===== src/rtl/paged_stream_reader.sv =====
// -----------------------------------------------------------------------------
// paged_stream_reader
//
// Accepts page base addresses on an AXI-Stream slave, breaks each page into
// fixed-length INCR bursts on an AXI4 read-address channel, and forwards the
// returned read data on an AXI-Stream master with full backpressure.
// Before a burst is issued, room for all of its beats is reserved in the output
// FIFO. This lets R-channel data always be accepted (rready is tied high).
//
// Optional feature (compile-time macro):
//   PAGED_STREAM_READER_RRESP_CHECK_EN
//     defined   : any R beat with rresp != 0 sets the sticky rd_error flag.
//     undefined : rresp is ignored and rd_error is tied low.
//
// Ports
//   aclk, reset            clock; asynchronous active-high reset
//   s_axis_*               page base address in (tdata[ADDR_WIDTH-1:0]),
//                          tlast marks the final page of a transfer
//   m_axis_*               page data out, tlast on the last beat of a
//                          tlast-tagged page
//   m_mem_axi_ar*          AXI4 read-address channel (constant ID 0)
//   m_mem_axi_r*           AXI4 read-data channel (rready constant 1)
//   rd_error               sticky read-response error flag
// -----------------------------------------------------------------------------
module paged_stream_reader #(
  parameter int STREAM_WIDTH    = 32,
  parameter int ADDR_WIDTH      = 32,
  parameter int ID_WIDTH        = 8,
  parameter int PAGE_SIZE       = 2048,
  parameter int BURST_BEATS     = 16,
  parameter int MAX_OUTSTANDING = 4
) (
  input  logic                    aclk,
  input  logic                    reset,

  input  logic                    s_axis_tvalid,
  output logic                    s_axis_tready,
  input  logic                    s_axis_tlast,
  input  logic [STREAM_WIDTH-1:0] s_axis_tdata,

  output logic                    m_axis_tvalid,
  input  logic                    m_axis_tready,
  output logic                    m_axis_tlast,
  output logic [STREAM_WIDTH-1:0] m_axis_tdata,

  output logic [ID_WIDTH-1:0]     m_mem_axi_arid,
  output logic [ADDR_WIDTH-1:0]   m_mem_axi_araddr,
  output logic [7:0]              m_mem_axi_arlen,
  output logic [2:0]              m_mem_axi_arsize,
  output logic [1:0]              m_mem_axi_arburst,
  output logic                    m_mem_axi_arlock,
  output logic [3:0]              m_mem_axi_arcache,
  output logic [2:0]              m_mem_axi_arprot,
  output logic                    m_mem_axi_arvalid,
  input  logic                    m_mem_axi_arready,

  input  logic [ID_WIDTH-1:0]     m_mem_axi_rid,
  input  logic [STREAM_WIDTH-1:0] m_mem_axi_rdata,
  input  logic [1:0]              m_mem_axi_rresp,
  input  logic                    m_mem_axi_rlast,
  input  logic                    m_mem_axi_rvalid,
  output logic                    m_mem_axi_rready,

  output logic                    rd_error
);

  // ---------------------------------------------------------------------------
  // Derived sizes
  // ---------------------------------------------------------------------------
  localparam int BEAT_BYTES  = STREAM_WIDTH / 8;
  localparam int BURST_BYTES = BURST_BEATS * BEAT_BYTES;
  localparam int DEPTH       = MAX_OUTSTANDING * BURST_BEATS;
  localparam int OFF_W       = $clog2(PAGE_SIZE) + 1;
  localparam int CRED_W      = $clog2(DEPTH + BURST_BEATS + 1);
  localparam int PTR_W       = (DEPTH > 1) ? $clog2(DEPTH) : 1;
  localparam int CNT_W       = $clog2(DEPTH + 1);
  localparam int TAG_PTR_W   = (MAX_OUTSTANDING > 1) ? $clog2(MAX_OUTSTANDING) : 1;
  localparam int TAG_CNT_W   = $clog2(MAX_OUTSTANDING + 1);

  // ---------------------------------------------------------------------------
  // Constant AR / R fields
  // ---------------------------------------------------------------------------
  assign m_mem_axi_arid    = '0;
  assign m_mem_axi_arlen   = 8'(BURST_BEATS - 1);
  assign m_mem_axi_arsize  = 3'($clog2(BEAT_BYTES));
  assign m_mem_axi_arburst = 2'b01;
  assign m_mem_axi_arlock  = 1'b0;
  assign m_mem_axi_arcache = 4'b0000;
  assign m_mem_axi_arprot  = 3'b000;
  assign m_mem_axi_rready  = 1'b1;

  // ---------------------------------------------------------------------------
  // Control FSM
  // ---------------------------------------------------------------------------
  typedef enum logic [1:0] {
    IDLE    = 2'd0,
    ISSUE   = 2'd1,
    WAIT_AR = 2'd2
  } state_t;

  state_t                  state_reg;
  state_t                  state_next;

  logic [ADDR_WIDTH-1:0]   base_reg;
  logic [OFF_W-1:0]        off_reg;
  logic                    page_last_reg;
  logic [ADDR_WIDTH-1:0]   araddr_reg;
  logic [CRED_W-1:0]       credits_reg;
  logic [CRED_W-1:0]       credits_next;

  logic [OFF_W-1:0]        off_plus;
  logic                    page_end;
  logic                    can_reserve;
  logic                    accept;
  logic                    reserve;
  logic                    ar_done;
  logic                    tag_full;
  logic                    out_hs;

  assign off_plus    = off_reg + OFF_W'(BURST_BYTES);
  assign page_end    = (off_plus == OFF_W'(PAGE_SIZE));
  assign can_reserve = ((credits_reg + CRED_W'(BURST_BEATS)) <= CRED_W'(DEPTH)) && !tag_full;

  always_ff @(posedge aclk or posedge reset) begin
    if (reset) begin
      state_reg <= IDLE;
    end else begin
      state_reg <= state_next;
    end
  end

  always_comb begin
    state_next        = state_reg;
    s_axis_tready     = 1'b0;
    m_mem_axi_arvalid = 1'b0;
    accept            = 1'b0;
    reserve           = 1'b0;
    ar_done           = 1'b0;
    case (state_reg)
      IDLE: begin
        s_axis_tready = 1'b1;
        if (s_axis_tvalid) begin
          accept     = 1'b1;
          state_next = ISSUE;
        end
      end
      ISSUE: begin
        if (can_reserve) begin
          reserve    = 1'b1;
          state_next = WAIT_AR;
        end
      end
      WAIT_AR: begin
        m_mem_axi_arvalid = 1'b1;
        if (m_mem_axi_arready) begin
          ar_done    = 1'b1;
          state_next = page_end ? IDLE : ISSUE;
        end
      end
      default: state_next = IDLE;
    endcase
  end

  assign m_mem_axi_araddr = araddr_reg;

  // Address datapath: page base, running byte offset, burst address.
  always_ff @(posedge aclk or posedge reset) begin
    if (reset) begin
      base_reg      <= '0;
      off_reg       <= '0;
      page_last_reg <= 1'b0;
      araddr_reg    <= '0;
    end else begin
      if (accept) begin
        base_reg      <= s_axis_tdata[ADDR_WIDTH-1:0];
        off_reg       <= '0;
        page_last_reg <= s_axis_tlast;
      end
      if (reserve) begin
        araddr_reg <= base_reg + ADDR_WIDTH'(off_reg);
      end
      if (ar_done) begin
        off_reg <= off_plus;
      end
    end
  end

  // Credits count beats that have been reserved but not yet handed downstream.
  always_comb begin
    credits_next = credits_reg;
    if (reserve) begin
      credits_next = credits_next + CRED_W'(BURST_BEATS);
    end
    if (out_hs) begin
      credits_next = credits_next - CRED_W'(1);
    end
  end

  always_ff @(posedge aclk or posedge reset) begin
    if (reset) begin
      credits_reg <= '0;
    end else begin
      credits_reg <= credits_next;
    end
  end

  // ---------------------------------------------------------------------------
  // Tag FIFO: one bit per issued burst, set when the burst ends a tlast page.
  // Bursts return in order (single ID), so the head tag belongs to the burst
  // currently streaming on R.
  // ---------------------------------------------------------------------------
  logic                    tag_mem_reg [MAX_OUTSTANDING];
  logic [TAG_PTR_W-1:0]    tag_wr_ptr_reg;
  logic [TAG_PTR_W-1:0]    tag_rd_ptr_reg;
  logic [TAG_CNT_W-1:0]    tag_cnt_reg;
  logic                    tag_in;
  logic                    tag_head;
  logic                    tag_pop;

  assign tag_in   = page_last_reg && page_end;
  assign tag_full = (tag_cnt_reg == TAG_CNT_W'(MAX_OUTSTANDING));
  assign tag_pop  = m_mem_axi_rvalid && m_mem_axi_rlast && (tag_cnt_reg != '0);
  assign tag_head = tag_mem_reg[tag_rd_ptr_reg];

  generate
    for (genvar gi = 0; gi < MAX_OUTSTANDING; gi++) begin : g_tag
      always_ff @(posedge aclk or posedge reset) begin
        if (reset) begin
          tag_mem_reg[gi] <= 1'b0;
        end else if (reserve && (tag_wr_ptr_reg == TAG_PTR_W'(gi))) begin
          tag_mem_reg[gi] <= tag_in;
        end
      end
    end
  endgenerate

  always_ff @(posedge aclk or posedge reset) begin
    if (reset) begin
      tag_wr_ptr_reg <= '0;
      tag_rd_ptr_reg <= '0;
      tag_cnt_reg    <= '0;
    end else begin
      if (reserve) begin
        tag_wr_ptr_reg <= (tag_wr_ptr_reg == TAG_PTR_W'(MAX_OUTSTANDING - 1)) ?
                          '0 : tag_wr_ptr_reg + TAG_PTR_W'(1);
      end
      if (tag_pop) begin
        tag_rd_ptr_reg <= (tag_rd_ptr_reg == TAG_PTR_W'(MAX_OUTSTANDING - 1)) ?
                          '0 : tag_rd_ptr_reg + TAG_PTR_W'(1);
      end
      tag_cnt_reg <= tag_cnt_reg + TAG_CNT_W'(reserve) - TAG_CNT_W'(tag_pop);
    end
  end

  // ---------------------------------------------------------------------------
  // Data FIFO: RAM array plus a registered output stage. When the RAM is empty
  // and the output stage is free, an R beat bypasses the RAM so it appears on
  // m_axis one cycle after it arrives.
  // ---------------------------------------------------------------------------
  logic [STREAM_WIDTH:0]   data_mem [DEPTH];
  logic [STREAM_WIDTH:0]   out_word_reg;
  logic                    m_valid_reg;
  logic [PTR_W-1:0]        wr_ptr_reg;
  logic [PTR_W-1:0]        rd_ptr_reg;
  logic [CNT_W-1:0]        fifo_cnt_reg;

  logic [STREAM_WIDTH:0]   r_word;
  logic                    out_free;
  logic                    fifo_empty;
  logic                    load_mem;
  logic                    bypass;
  logic                    mem_wr;

  assign r_word     = {m_mem_axi_rlast && tag_head, m_mem_axi_rdata};
  assign out_free   = !m_valid_reg || m_axis_tready;
  assign fifo_empty = (fifo_cnt_reg == '0);
  assign load_mem   = out_free && !fifo_empty;
  assign bypass     = out_free && fifo_empty && m_mem_axi_rvalid;
  assign mem_wr     = m_mem_axi_rvalid && !bypass;
  assign out_hs     = m_valid_reg && m_axis_tready;

  // Storage and output word carry no reset so the array maps onto block RAM.
  always_ff @(posedge aclk) begin
    if (mem_wr) begin
      data_mem[wr_ptr_reg] <= r_word;
    end
    if (load_mem) begin
      out_word_reg <= data_mem[rd_ptr_reg];
    end else if (bypass) begin
      out_word_reg <= r_word;
    end
  end

  always_ff @(posedge aclk or posedge reset) begin
    if (reset) begin
      wr_ptr_reg   <= '0;
      rd_ptr_reg   <= '0;
      fifo_cnt_reg <= '0;
      m_valid_reg  <= 1'b0;
    end else begin
      if (mem_wr) begin
        wr_ptr_reg <= (wr_ptr_reg == PTR_W'(DEPTH - 1)) ? '0 : wr_ptr_reg + PTR_W'(1);
      end
      if (load_mem) begin
        rd_ptr_reg <= (rd_ptr_reg == PTR_W'(DEPTH - 1)) ? '0 : rd_ptr_reg + PTR_W'(1);
      end
      fifo_cnt_reg <= fifo_cnt_reg + CNT_W'(mem_wr) - CNT_W'(load_mem);
      if (out_free) begin
        m_valid_reg <= !fifo_empty || m_mem_axi_rvalid;
      end
    end
  end

  assign m_axis_tvalid = m_valid_reg;
  assign m_axis_tdata  = out_word_reg[STREAM_WIDTH-1:0];
  // Gating with valid keeps tlast low after reset while the word is stale.
  assign m_axis_tlast  = m_valid_reg & out_word_reg[STREAM_WIDTH];

  // ---------------------------------------------------------------------------
  // Read-response error flag
  // ---------------------------------------------------------------------------
`ifdef PAGED_STREAM_READER_RRESP_CHECK_EN
  logic rd_error_reg;

  always_ff @(posedge aclk or posedge reset) begin
    if (reset) begin
      rd_error_reg <= 1'b0;
    end else if (m_mem_axi_rvalid && (m_mem_axi_rresp != 2'b00)) begin
      rd_error_reg <= 1'b1;
    end
  end

  assign rd_error = rd_error_reg;
`else
  assign rd_error = 1'b0;
`endif

  // Inputs that are only partly consumed (ID, upper tdata bits, rresp when
  // the error check is compiled out).
  logic unused_inputs;
  assign unused_inputs = &{1'b0, m_mem_axi_rid, m_mem_axi_rresp, s_axis_tdata};

endmodule


===== config.mk =====
export PLATFORM = sky130hd
export DESIGN_NAME = paged_stream_reader
export DESIGN_NICKNAME = d
export VERILOG_FILES = /design/src/rtl/paged_stream_reader.sv
export SDC_FILE = /design/constraint.sdc
export NUM_CORES = 2
export LEC_CHECK = 0
export ABC_AREA = 1
export CAP_MARGIN = 20
export CELL_PAD_IN_SITES_DETAIL_PLACEMENT = 0
export CELL_PAD_IN_SITES_GLOBAL_PLACEMENT = 1
export CORE_ASPECT_RATIO = 2
export CORE_UTILIZATION = 45
export DETAILED_ROUTE_END_ITERATION = 10
export DONT_BUFFER_PORTS = 1
export PLACE_DENSITY_LB_ADDON = 0.12
export SYNTH_ARGS = -nofsm -noshare
export SYNTH_HDL_FRONTEND = slang
export SYNTH_SLANG_ARGS = --single-unit

===== constraint.sdc =====
create_clock -name aclk -period 6.7 [get_ports aclk]
set_input_delay 1.005 -clock aclk [delete_from_list [all_inputs] [get_ports aclk]]
set_output_delay 1.005 -clock aclk [all_outputs]
set_load 0.005 [all_outputs]

==> results_dict.tcl <==
set metrics [dict create \
    status "finished clean" \
    clkPwrFrac_pct 28.8 \
    cts_root_buf "clkbuf_16" \
    yosys.cell_types.count 39 \
    cp_top_family "simple AND/OR/NAND/NOR gates" \
    gr-usage-all-layers_pct 25.33 \
    dpl_worst_slack_ps 1562 \
    postRouteAntennaNets 0 \
    timing.rr.start "rd_ptr_reg[2]" \
    finalNetCount 7908 \
    ys_warn_count 0 \
    final_common_cell "nand2_1" \
    drc 0 \
    cts_max_path_buffers 4 \
    rsz0062_at_grt "false" \
    cts_hold_buf 0 \
    period_share_pct 62.44 \
    die_y_um 643.4 \
    rows 235 \
    worstSkewPairLatency_ps 870 \
    post_cts_buffers 0 \
    clock_skew_ps 40.45 \
    intPower_mw 25.77 \
    drive_gt1_share_pct 6.388 \
    first_global_vias 56840 \
    cap_violations 0 \
    synthToLayoutAreaGrowth_pct 9.298 \
    leakage_nw 36.80 \
    clk_pin_slew_ps 70 \
    worstSetupPathType "reg2reg" \
    hpwl_um 147400 \
    r2r-end "out_word_reg[22]" \
    switching_share_pct 35.80 \
    min_path_type "in2async" \
    startpoint_type "register" \
    post-route-min-period_ps 4184 \
    initial_utilization_pct 45.24 \
    syn_avg_cell_area_um2 11.65 \
    vias 58240 \
    ys_ff_latch 2256 \
    drtPass1Iterations 6 \
    p_per_area_nw_per_um2 396.7 \
    ys.flop_type "edfxtp_1" \
    finalSetupViolCount 0 \
    io_pins 181 \
    cts.repair.resized 0 \
    r2r_setup_slack_ps 2520 \
    htreeDepth 4 \
    dpl-instance-area_um2 94760 \
    critPathMaxStageDelay_ps 950 \
    gp_congestion 0.8187 \
    hold_viol_final 0 \
    setup_tns_ps 0 \
    postLayoutCellArea_um2 101200 \
    worst_slack_ps 2516 \
    drtIter0Drc 4700 \
    crit_chain "clkinv_8 -> nor2_8 -> buf_4 -> a21oi_1 -> nand3_1 -> nand3_1 -> nand3_1 -> nand3_1 -> nand2_1" \
    cts_tree "yes" \
    cp_num_buf_inv 2 \
    cpMaxStageDelayCell "nor2_8" \
    cts-buffers-inserted 201 \
    pwr-share-seq_pct 42.4 \
    synth.yosys.seq_area_share_pct 72.58 \
    slew_violations 0 \
    core_area_um2 204600 \
    p_sw_mw 14.37 \
    grt_pass1_wl_um 384000 \
    cts_sinks 2256 \
    overflow 0 \
    ys_async_sr_fraction_pct 4.920 \
    cp_max_fo 73 \
    dieArea_um2 207600 \
    largest_reg_flops 2112 \
    syn_inst 7948 \
    ir_drop_mv 0.2860 \
    routed_wl_um 264100 \
    wl_per_cell_um 24.73 \
    syn_area_um2 92570 \
    end_kind "register" \
    synth_enable_flop_cells 2145 \
    crit_top_cell "nand3_1" \
    comb_power_share_pct 28.7 \
    whs_ps 220.7 \
    mostFrequentLayoutCells "3057 x nand2_1, 2145 x edfxtp_1, 1417 x nand3_1" \
    die_x_um 322.7 \
    antenna_found_initial 6 \
    grt_start_max_net_pins 188 \
    routed_via_density 5.453 \
    io_buffers 0 \
    worstPathRequired_ps 7410 \
    worst_slew_pin_slew_ps 1072 \
    fmax_mhz 239.0 \
    reg2reg_depth 9 \
    critPathArrivalTime_ps 4890 \
    relSlewSlack_pct 28.56 \
]
-- cell usage after synthesis, types with 3 or more instances --
master,instances,area (um^2)
a21oi_1,257,1286
buf_1,28,105.1
buf_2,267,1336
buf_4,111,833.3
buf_6,51,574.3
clkbuf_1,62,232.7
dfrtp_1,111,2778
edfxtp_1,2145,64410
ha_1,30,375.4
inv_1,95,356.6
inv_2,4,15.01
mux2_2,13,146.4
nand2_1,3058,11480
nand3_1,1418,7097
nand4_1,17,106.4
nor2_1,157,589.3
nor3_1,15,75.07
o21ai_0,46,230.2
o21bai_1,3,22.52
xnor2_1,11,96.34
xor2_1,24,210.2
-- stage by stage --
| stage | std cells | power (mW) | util, % |
|---|---|---|---|
| detailed placement | 10310 | 28.96 | 46.31 |
| global route | 10680 | 41.97 | 49.44 |
| global placement | 10310 | 28.86 | 46.31 |
| CTS | 10680 | 40.45 | 49.43 |
| floorplan | 7978 | 24.69 | - |
| finish | 10680 | 40.13 | 49.44 |
-- cell type report --
class                   count  area [um^2]
clock inverters           109         1045
diodes                      2        5.005
clock buffers             253         5340
fillers                 17950       103500
repair buffers            133         1234
multi-input cells        5099        22500
well taps                2725         3410
inverters                 103        439.2
flip-flops and latches   2256        67210
-- worst max-delay path by stage --
stage | to | depth (start not counted) | from | slack (ps)
2_1_floorplan | data_mem[15][0] | 5 | m_axis_tready | 2410
3_3_place_gp | data_mem[45][1] | 6 | m_axis_tready | 1610
3_5_place_dp | data_mem[45][29] | 6 | m_axis_tready | 1560
4_1_cts | data_mem[45][31] | 8 | fifo_cnt_reg[2] | 1990
5_1_grt | out_word_reg[21] | 9 | rd_ptr_reg[2] | 2400
6_report | out_word_reg[22] | 9 | rd_ptr_reg[2] | 2520
-- cells by family after synthesis --
group / Yosys count / synth area share (%)
simple gates: 4673 / 20.98
flops: 2256 / 72.58
buf+inv: 623 / 3.768
compound gates: 314 / 1.729
xor+xnor: 35 / 0.3311
fa+ha+maj: 32 / 0.4487
mux: 13 / 0.1581
other cells: 2 / 0.008113
-- metal layers --
layer	track usage, %	vias to the layer above	routed length, um
li1	-	27130	-
met1	29.77	29140	100700
met2	46.98	1542	141600
met3	2.809	421	12250
met4	9.288	0	9528
met5	0	-	0
-- power groups by stage --
stage | Sequential (mW) | Clock (mW) | Combinational, mW
finish | 17.0 | 11.6 | 11.5
floorplan | 16.9 | 0 | 7.81
CTS | 17.0 | 11.8 | 11.6
global placement | 17.3 | 0 | 11.5
detailed placement | 17.3 | 0 | 11.6
global route | 17.1 | 12.2 | 12.6
-- worst reg2reg max path, stage by stage, from the launching register on --
cell      delay (ps)
dfrtp_2          840
clkinv_8         600
nor2_8          1020
buf_4            620
a21oi_1          190
nand3_1          120
nand3_1          220
nand3_1          190
nand3_1          120
nand2_1          120
Note: power is estimated with default switching activity, not from simulation.
